===== src/rtl/wb_trace_buffer_pkg.sv =====
// Shared pipeline types for the writeback trace buffer.
// Entry fields are sized for the widest supported core.
package wb_trace_buffer_pkg;

  localparam int DROP_CNT_WIDTH = 16;
  localparam int TRACE_RD_MAX   = 8;
  localparam int TRACE_DATA_MAX = 64;

  typedef struct packed {
    logic [TRACE_RD_MAX-1:0]   rd;
    logic [TRACE_DATA_MAX-1:0] data;
    logic [TRACE_DATA_MAX-1:0] pc;
  } trace_entry_t;

endpackage


===== src/rtl/wb_trace_buffer_fifo_mem.sv =====
// Trace entry storage: one synchronous write port,
// one asynchronous read port.
module trace_fifo_mem
  import wb_trace_buffer_pkg::*;
#(
  parameter int DEPTH = 16,
  parameter int AW    = $clog2(DEPTH)
) (
  input  logic         clk,
  input  logic         we,
  input  logic [AW-1:0] waddr,
  input  trace_entry_t wdata,
  input  logic [AW-1:0] raddr,
  output trace_entry_t rdata
);

  trace_entry_t mem [DEPTH];

  always_ff @(posedge clk) begin
    if (we) mem[waddr] <= wdata;
  end

  assign rdata = mem[raddr];

endmodule


===== src/rtl/wb_trace_buffer.sv =====
// Writeback trace FIFO with drop counter and optional
// shadow register file (enabled by TRACE_SHADOW_RF_EN).
module wb_trace_buffer
  import wb_trace_buffer_pkg::*;
#(
  parameter int DATA_WIDTH     = 32,
  parameter int REG_ADDR_WIDTH = 5,
  parameter int DEPTH          = 16,
  parameter int OVERWRITE      = 0
) (
  input  logic                      clk,
  input  logic                      rst,
  input  logic                      capture_en_i,
  input  logic                      wb_valid_i,
  input  logic [REG_ADDR_WIDTH-1:0] wb_rd_i,
  input  logic [DATA_WIDTH-1:0]     wb_data_i,
  input  logic [DATA_WIDTH-1:0]     wb_pc_i,
  output logic                      rd_valid_o,
  input  logic                      rd_ready_i,
  output logic [REG_ADDR_WIDTH-1:0] rd_rd_o,
  output logic [DATA_WIDTH-1:0]     rd_data_o,
  output logic [DATA_WIDTH-1:0]     rd_pc_o,
  output logic [$clog2(DEPTH):0]    count_o,
  output logic                      full_o,
  output logic                      empty_o,
  output logic [DROP_CNT_WIDTH-1:0] drop_cnt_o,
  input  logic [REG_ADDR_WIDTH-1:0] probe_addr_i,
  output logic [DATA_WIDTH-1:0]     probe_data_o
);

  localparam int PW = $clog2(DEPTH);
  localparam int CW = PW + 1;
  localparam logic [CW-1:0] DEPTH_C = CW'(DEPTH);
  localparam bit RING = (OVERWRITE != 0);

  logic [PW-1:0] wr_ptr;
  logic [PW-1:0] rd_ptr;
  logic [CW-1:0] count;
  logic [DROP_CNT_WIDTH-1:0] drop_cnt;

  logic push, pop, full, empty;
  logic mem_we, evict, drop;
  logic count_inc, count_dec;
  trace_entry_t wr_entry;
  trace_entry_t rd_entry;
  logic unused_rd_entry;

  assign push  = wb_valid_i & capture_en_i
               & (wb_rd_i != '0);
  assign empty = (count == '0);
  assign full  = (count == DEPTH_C);
  assign pop   = !empty & rd_ready_i;

  // Full with no pop: ring mode evicts the oldest, else drop.
  assign drop   = push & full & !pop;
  assign evict  = drop & RING;
  assign mem_we = push & (!full | pop | RING);

  assign count_inc = push & !pop & !full;
  assign count_dec = pop & !push;

  always_ff @(posedge clk) begin
    if (rst) begin
      wr_ptr   <= '0;
      rd_ptr   <= '0;
      count    <= '0;
      drop_cnt <= '0;
    end else begin
      if (mem_we) wr_ptr <= wr_ptr + PW'(1);
      if (pop | evict) rd_ptr <= rd_ptr + PW'(1);
      unique case (1'b1)
        count_inc: count <= count + CW'(1);
        count_dec: count <= count - CW'(1);
        default:   count <= count;
      endcase
      if (drop && drop_cnt != '1)
        drop_cnt <= drop_cnt + DROP_CNT_WIDTH'(1);
    end
  end

  assign wr_entry.rd   = TRACE_RD_MAX'(wb_rd_i);
  assign wr_entry.data = TRACE_DATA_MAX'(wb_data_i);
  assign wr_entry.pc   = TRACE_DATA_MAX'(wb_pc_i);

  trace_fifo_mem #(
    .DEPTH (DEPTH),
    .AW    (PW)
  ) u_mem (
    .clk   (clk),
    .we    (mem_we),
    .waddr (wr_ptr),
    .wdata (wr_entry),
    .raddr (rd_ptr),
    .rdata (rd_entry)
  );

  assign unused_rd_entry = ^rd_entry;

  assign rd_rd_o    = REG_ADDR_WIDTH'(rd_entry.rd);
  assign rd_data_o  = DATA_WIDTH'(rd_entry.data);
  assign rd_pc_o    = DATA_WIDTH'(rd_entry.pc);
  assign rd_valid_o = !empty;
  assign count_o    = count;
  assign full_o     = full;
  assign empty_o    = empty;
  assign drop_cnt_o = drop_cnt;

`ifdef TRACE_SHADOW_RF_EN
  localparam int NREGS = 2 ** REG_ADDR_WIDTH;

  logic [DATA_WIDTH-1:0] shadow_rf [NREGS];

  always_ff @(posedge clk) begin
    if (rst) begin
      for (int i = 0; i < NREGS; i++)
        shadow_rf[i] <= '0;
    end else if (wb_valid_i && wb_rd_i != '0) begin
      shadow_rf[wb_rd_i] <= wb_data_i;
    end
  end

  assign probe_data_o = (probe_addr_i == '0)
                      ? '0 : shadow_rf[probe_addr_i];
`else
  logic unused_probe;

  assign unused_probe = ^probe_addr_i;
  assign probe_data_o = '0;
`endif

endmodule


===== config.mk =====
export PLATFORM = sky130hd
export DESIGN_NAME = wb_trace_buffer
export DESIGN_NICKNAME = d
export VERILOG_FILES = /design/src/rtl/wb_trace_buffer_pkg.sv /design/src/rtl/wb_trace_buffer_fifo_mem.sv /design/src/rtl/wb_trace_buffer.sv
export SDC_FILE = /design/constraint.sdc
export NUM_CORES = 1
export LEC_CHECK = 0
export CAP_MARGIN = 10
export CORE_UTILIZATION = 45
export DETAILED_ROUTE_END_ITERATION = 8
export PLACE_DENSITY = 0.69
export SYNTH_ARGS = -nofsm -noshare
export SYNTH_HDL_FRONTEND = slang
export SYNTH_HIERARCHICAL = 1
export SYNTH_SLANG_ARGS = --single-unit
export TNS_END_PERCENT = 10

===== constraint.sdc =====
create_clock -name clk -period 16 [get_ports clk]
set_input_delay 2.4 -clock clk [delete_from_list [all_inputs] [get_ports clk]]
set_output_delay 2.4 -clock clk [all_outputs]
set_load 0.02 [all_outputs]

==> results of run 1 <==
-- sequential cells by signal (all words and copies together) (netlist names) --
| name | flops |
|---|---|
| u_mem/mem | 1104 |
| rd_ptr | 4 |
| drop_cnt_o | 16 |
| wr_ptr | 4 |
| count_o | 5 |
-- per-stage QoR --
step	worst slack, ns	std cells	power (W)	area (um2)	hold WS [ns]
6_report	7.946	3542	0.006983	49990	0.5063
3_5_place_dp	8.391	3336	0.004524	46410	0.4869
2_1_floorplan	7.056	2050	0.004194	43730	0.4959
3_3_place_gp	8.446	3336	0.004506	46410	0.4806
4_1_cts	7.637	3538	0.007059	49980	0.5043
5_1_grt	7.334	3539	0.007230	49980	0.5380
-- routing by layer --
layer / global-route usage (%) / vias to the layer above / wire length [um]
met3: 4.196 / 130 / 7428
met2: 32.28 / 793 / 47470
li1: - / 8670 / -
met5: 0 / - / 80
met1: 26.48 / 10890 / 38610
met4: 5.288 / 14 / 1753
-- report_power, final --
group / total [W] / internal, W / switching [W]
logic: 0.00110 / 0.000550 / 0.000554
clock network: 0.00254 / 0.00146 / 0.00108
registers: 0.00334 / 0.00329 / 0.0000525
-- worst reg2reg max path, stage by stage (launching register included) --
cell and delay (ns):
dfxtp_1 0.48, or4_1 0.36, or2_1 0.28, nand2_1 0.15, inv_1 0.15, nand3b_1 0.29
nor2_4 0.94, buf_4 0.84
-- worst max path at each step --
stage	cells after the start	to	from	slack, ns
global placement	7	rd_pc_o[31]	rd_ptr[0]$_SDFFE_PP0P_	8.45
finish	7	rd_data_o[21]	rd_ptr[0]$_SDFFE_PP0P_	7.95
detailed placement	7	rd_pc_o[31]	rd_ptr[0]$_SDFFE_PP0P_	8.39
floorplan	6	u_mem/mem[0][0]$_DFFE_PP_	wb_rd_i[1]	7.06
CTS	7	rd_pc_o[31]	rd_ptr[0]$_SDFFE_PP0P_	7.64
global route	7	rd_data_o[31]	rd_ptr[0]$_SDFFE_PP0P_	7.33
-- final cells by class --
type	instances	area (um2)
repair buffers	212	2007
clock inverters	74	755.7
well taps	1265	1583
fillers	7182	45440
clock buffers	128	2819
inverters	6	22.52
flip-flops and latches	1133	33740
multi-input cells	720	9050
diodes	4	10.01
==> results.ini, run 1 <==
[detailed_routing]
routedWlPerCell_um=26.92
vias_per_cell=5.788
via_count=20500
drt-pass1-iter-count=5
drcViolationCount=0
drt-initial-drc-count=1827
wl_mm=95.33
drtAntennaViolNets=0

[cts]
cts_tree=done
clk_pin_slew_ns=0.07
hold_buffers=0
cts-root-buf=clkbuf_16
cts_made_buffers=108
cts.repair.resized=0
cts_sinks=1133
post_cts_buffers=0
clock_latency_ns=0.68
clock_path_buffers=3
htree_levels=3

[critical_path]
path_cells=buf_4 -> buf_4 -> buf_4 -> mux4_2 -> a22oi_1 -> nand2_1 -> clkdlybuf4s50_1
path_common_cell=buf_4
worst_setup_path_start_kind=register
r2r_cells=7
crit_required_ns=13.60
crit_family=buffers and inverters
worstPathArrival_ns=5.65
endpoint_kind=output port
cp_num_buf_inv=4
r2r_setup_slack_ns=12.08
rr_startpoint=count_o[1]$_SDFFE_PP0P_
cp_max_fo=48
worst_r2r_endpoint=u_mem/mem[7][10]$_DFFE_PP_
cpPeakStageDelay_ns=0.90
slowest_stage=buf_4
criticalPathCategory=reg -> out

[final_layout]
fin_util_pct=52.38
layout_common_cells=1104 x edfxtp_1, 261 x mux4_2, 166 x clkdlybuf4s50_1
drive_gt1_share_pct=23.14
nNetsFinal=2265
layout_commonest_cell=edfxtp_1
syn_to_final_growth_pct=14.62

[floorplan]
pin_count=204
start_util_pct=45.70
core_area_um2=95440
fp.dieH_um=313.3
rows=113
die_area_um2=98170
dieWidth_um=313.3

[timing]
rsz0062_at_grt=false
clock.fmax_ghz=0.1242
finalCritPeriodShare_pct=50.34
tightest_slew_ns=1.126
max-slew-margin-rel_pct=24.77
fin_tns_setup_ns=0
drv_slew=0
finalSetupViolations=0
hold_viol_final=0
clock_skew_ns=0.02373
fin_crit_ns=8.054

[hold_path]
hold_depth=2
min_to=drop_cnt_o[13]$_SDFFE_PP0P_
hold_path_startpoint=drop_cnt_o[13]$_SDFFE_PP0P_
hp-class=reg -> reg

[place]
numPortBuffers=166
dp_hpwl_mm=49.07
gp_congestion=0.7479

[global_routing]
grt_max_degree=70
grt_overflow=0
antenna_found_initial=10
grt_pass1_vias=21490
gr-usage-all-layers_pct=19.56
grt_pass1_wl_mm=140.6

[synthesis]
avgSynthCellArea_um2=21.60
netlist_area_um2=43610
ys_warn_count=6
netlist_instances=2019

[outcome]
status=finished, final reports clean

[pwr]
p_leak_nw=15.30
vdd_drop_max_uv=87.27
powerDensity_nw_per_um2=139.7

[run]
maxCapViolations=0

Note: power is estimated with default switching activity, not from simulation.
==> inputs of run 2 (changes only) <==
--- a/config.mk
+++ b/config.mk
@@ -8,7 +8,7 @@
 export CAP_MARGIN = 10
 export CORE_UTILIZATION = 45
 export DETAILED_ROUTE_END_ITERATION = 8
-export PLACE_DENSITY = 0.69
+export PLACE_DENSITY = 0.71
 export SYNTH_ARGS = -nofsm -noshare
 export SYNTH_HDL_FRONTEND = slang
 export SYNTH_HIERARCHICAL = 1
==> constraint.sdc (replaced) <==
create_clock -name clk -period 6.56 [get_ports clk]
set_input_delay 0.984 -clock clk [delete_from_list [all_inputs] [get_ports clk]]
set_output_delay 0.984 -clock clk [all_outputs]
set_load 0.02 [all_outputs]
==> run 2 against run 1 <==
Net effect: combinational power grew 150%; setup slack got worse by 6.4 ns; critical path depth fell by 2; register-to-register slack got worse by 8.9 ns; cell count about the same; final area grew 0.41%; non-clock buffer count shrank 3; sequential power up 140%; utilization increased by 0.22 points; hold slack better by 0.0095 ns; power is 140% higher; largest cell class unchanged; largest power group unchanged.
==> results.ini, run 2 (synthesized netlist as in run 1, its figures left out) <==
[timing]
fin_tns_setup_ns=0  ; unchanged
finalSetupViolations=0  ; unchanged
tightest_slew_ns=1.166  ; +0.04069 ns
drv_slew=0  ; unchanged
rsz0062_at_grt=false
max-slew-margin-rel_pct=21.99  ; -2.8 points
finalCritPeriodShare_pct=75.75
fin_crit_ns=4.969
whs_ns=0.5158  ; +0.009488 ns
clock_skew_ns=0.03060  ; +0.006871 ns
clock.fmax_ghz=0.2012
layout_setup_ws_ns=1.591  ; -6.356 ns
hold_viol_final=0  ; unchanged

[place]
dp_hpwl_mm=49.14  ; +0.15%
gp_congestion=0.7599  ; +1.6%
dp_slack_ns=1.500  ; -6.891 ns
numPortBuffers=166  ; unchanged

[pwr]
powerDensity_nw_per_um2=340.5  ; +140%
vdd_drop_max_uv=248.3  ; +180%
p_leak_nw=15.33  ; +0.23%

[final_layout]
syn_to_final_growth_pct=15.10
nNetsFinal=2264  ; -0.044%
fin_util_pct=52.60  ; +0.22 points
layout_commonest_cell=edfxtp_1
regMostFlops=u_mem/mem
largest_register_ffs=1104  ; unchanged
layout_common_cells=1104 x edfxtp_1, 261 x mux4_2, 166 x clkdlybuf4s50_1
drive_gt1_share_pct=22.49  ; -0.65 points

[floorplan]
dieWidth_um=313.3  ; unchanged
start_util_pct=45.70  ; unchanged
core_area_um2=95440  ; unchanged
rows=113  ; unchanged
die_area_um2=98170  ; unchanged
pin_count=204  ; unchanged
fp.dieH_um=313.3  ; unchanged

[critical_path]
startpoint=rd_ptr[1]$_SDFFE_PP0P_
cp_max_fo=64  ; +33%
endpoint_kind=output port
rr_startpoint=count_o[1]$_SDFFE_PP0P_
path_cells=buf_4 -> mux4_2 -> a22oi_1 -> nand2_1 -> clkdlybuf4s50_1
cpPeakStageDelay_ns=0.93  ; +0.03 ns
worst_setup_path_start_kind=register
crit_required_ns=5.58  ; -8.02 ns
slowest_stage=dfxtp_4
worstPathArrival_ns=3.99  ; -1.66 ns
criticalPathCategory=reg -> out

[cts]
cts_made_buffers=110  ; +1.9%
clk_pin_slew_ns=0.06  ; about the same
post_cts_buffers=0  ; unchanged
clock_path_buffers=3  ; unchanged
clock_latency_ns=0.70  ; +0.02 ns
cts_sinks=1133  ; unchanged
cts.repair.resized=0  ; unchanged
cts-root-buf=clkbuf_16
cts_tree=done
hold_buffers=0  ; unchanged
htree_levels=3  ; unchanged

[detailed_routing]
via_count=20460  ; -0.20%
vias_per_cell=5.781  ; -0.12%
drtAntennaViolNets=0  ; unchanged
drt-pass1-iter-count=5  ; unchanged
routedWlPerCell_um=26.04  ; -3.2%
drcViolationCount=0  ; unchanged
drt-initial-drc-count=1783  ; -2.4%
wl_mm=92.16  ; -3.3%

[global_routing]
grt_max_degree=134  ; +91%
grt_overflow=0  ; unchanged
grt_pass1_vias=21630  ; +0.63%
grt_pass1_wl_mm=138.0  ; -1.9%
gr-usage-all-layers_pct=18.95  ; -0.61 points
antenna_found_initial=10  ; unchanged

[run]
maxCapViolations=0  ; unchanged

[hold_path]
hold_path_startpoint=drop_cnt_o[13]$_SDFFE_PP0P_
hp-class=reg -> reg

[outcome]
status=finished, final reports clean

run 2: changes by cell type in the layout (fill, tap and decap cells not counted), moves of 2 or more:
cell / previous run / this run
buf_4: 46 / 24
buf_12: 0 / 19
clkbuf_1: 17 / 29
clkinvlp_4: 7 / 1
clkinv_2: 19 / 15
clkinv_4: 4 / 1
clkinv_1: 24 / 26
clkinv_16: 0 / 2
clkinv_8: 4 / 2
diode_2: 4 / 2
run 2: routing by layer:
metal,global-route usage (%),wire length [um],part of all wire [%],vias up
li1,-,-,-,8657
met1,25.80,37580,41,10890
met2,31.45,46240,50,770
met3,3.549,6514,7.1,130
met4,5.288,1729,1.9,16
met5,0,93,0.10,-
run 2: cell type report:
cell class / instances / area, um2
multi-input cells: 720 / 9056
well taps: 1265 / 1583
inverters: 6 / 22.52
flip-flops and latches: 1133 / 33740
fillers: 7074 / 45240
clock buffers: 140 / 2875
repair buffers: 209 / 2222
clock inverters: 64 / 689.4
diodes: 2 / 5.005
run 2: where the power goes:
part	switching [W]	internal (W)	total (W)
logic	0.00137	0.00137	0.00274
registers	0.000122	0.00802	0.00814
clock network	0.00266	0.00355	0.00621
run 2: stage by stage:
| step | total power, W | instances | area, um2 |
|---|---|---|---|
| after floorplan | 0.01023 | 2050 | 43730 |
| after global placement | 0.01102 | 3333 | 46630 |
| after detailed placement | 0.01108 | 3333 | 46630 |
| after CTS | 0.01727 | 3537 | 50190 |
| after global routing | 0.01767 | 3537 | 50190 |
| final | 0.01709 | 3539 | 50200 |
run 2: critical path, delay by kind of cell, from the launching register on:
kind,cells,cell delay [ns]
AO/OA/AOI/OAI,1,0.33
multiplexers,1,0.41
AND/OR/NAND/NOR,1,0.14
flip-flops,1,0.93
buffers and inverters,2,1.43
run 2: path summary, 6_finish.rpt:
kind	to	slack (ns)	cells past startpoint
worst max register to register	u_mem/mem[1][73]$_DFFE_PP_	3.20	7
worst min-delay path	drop_cnt_o[13]$_SDFFE_PP0P_	0.52	2
worst min register to register	drop_cnt_o[13]$_SDFFE_PP0P_	0.52	2
worst max-delay path	rd_data_o[14]	1.59	5
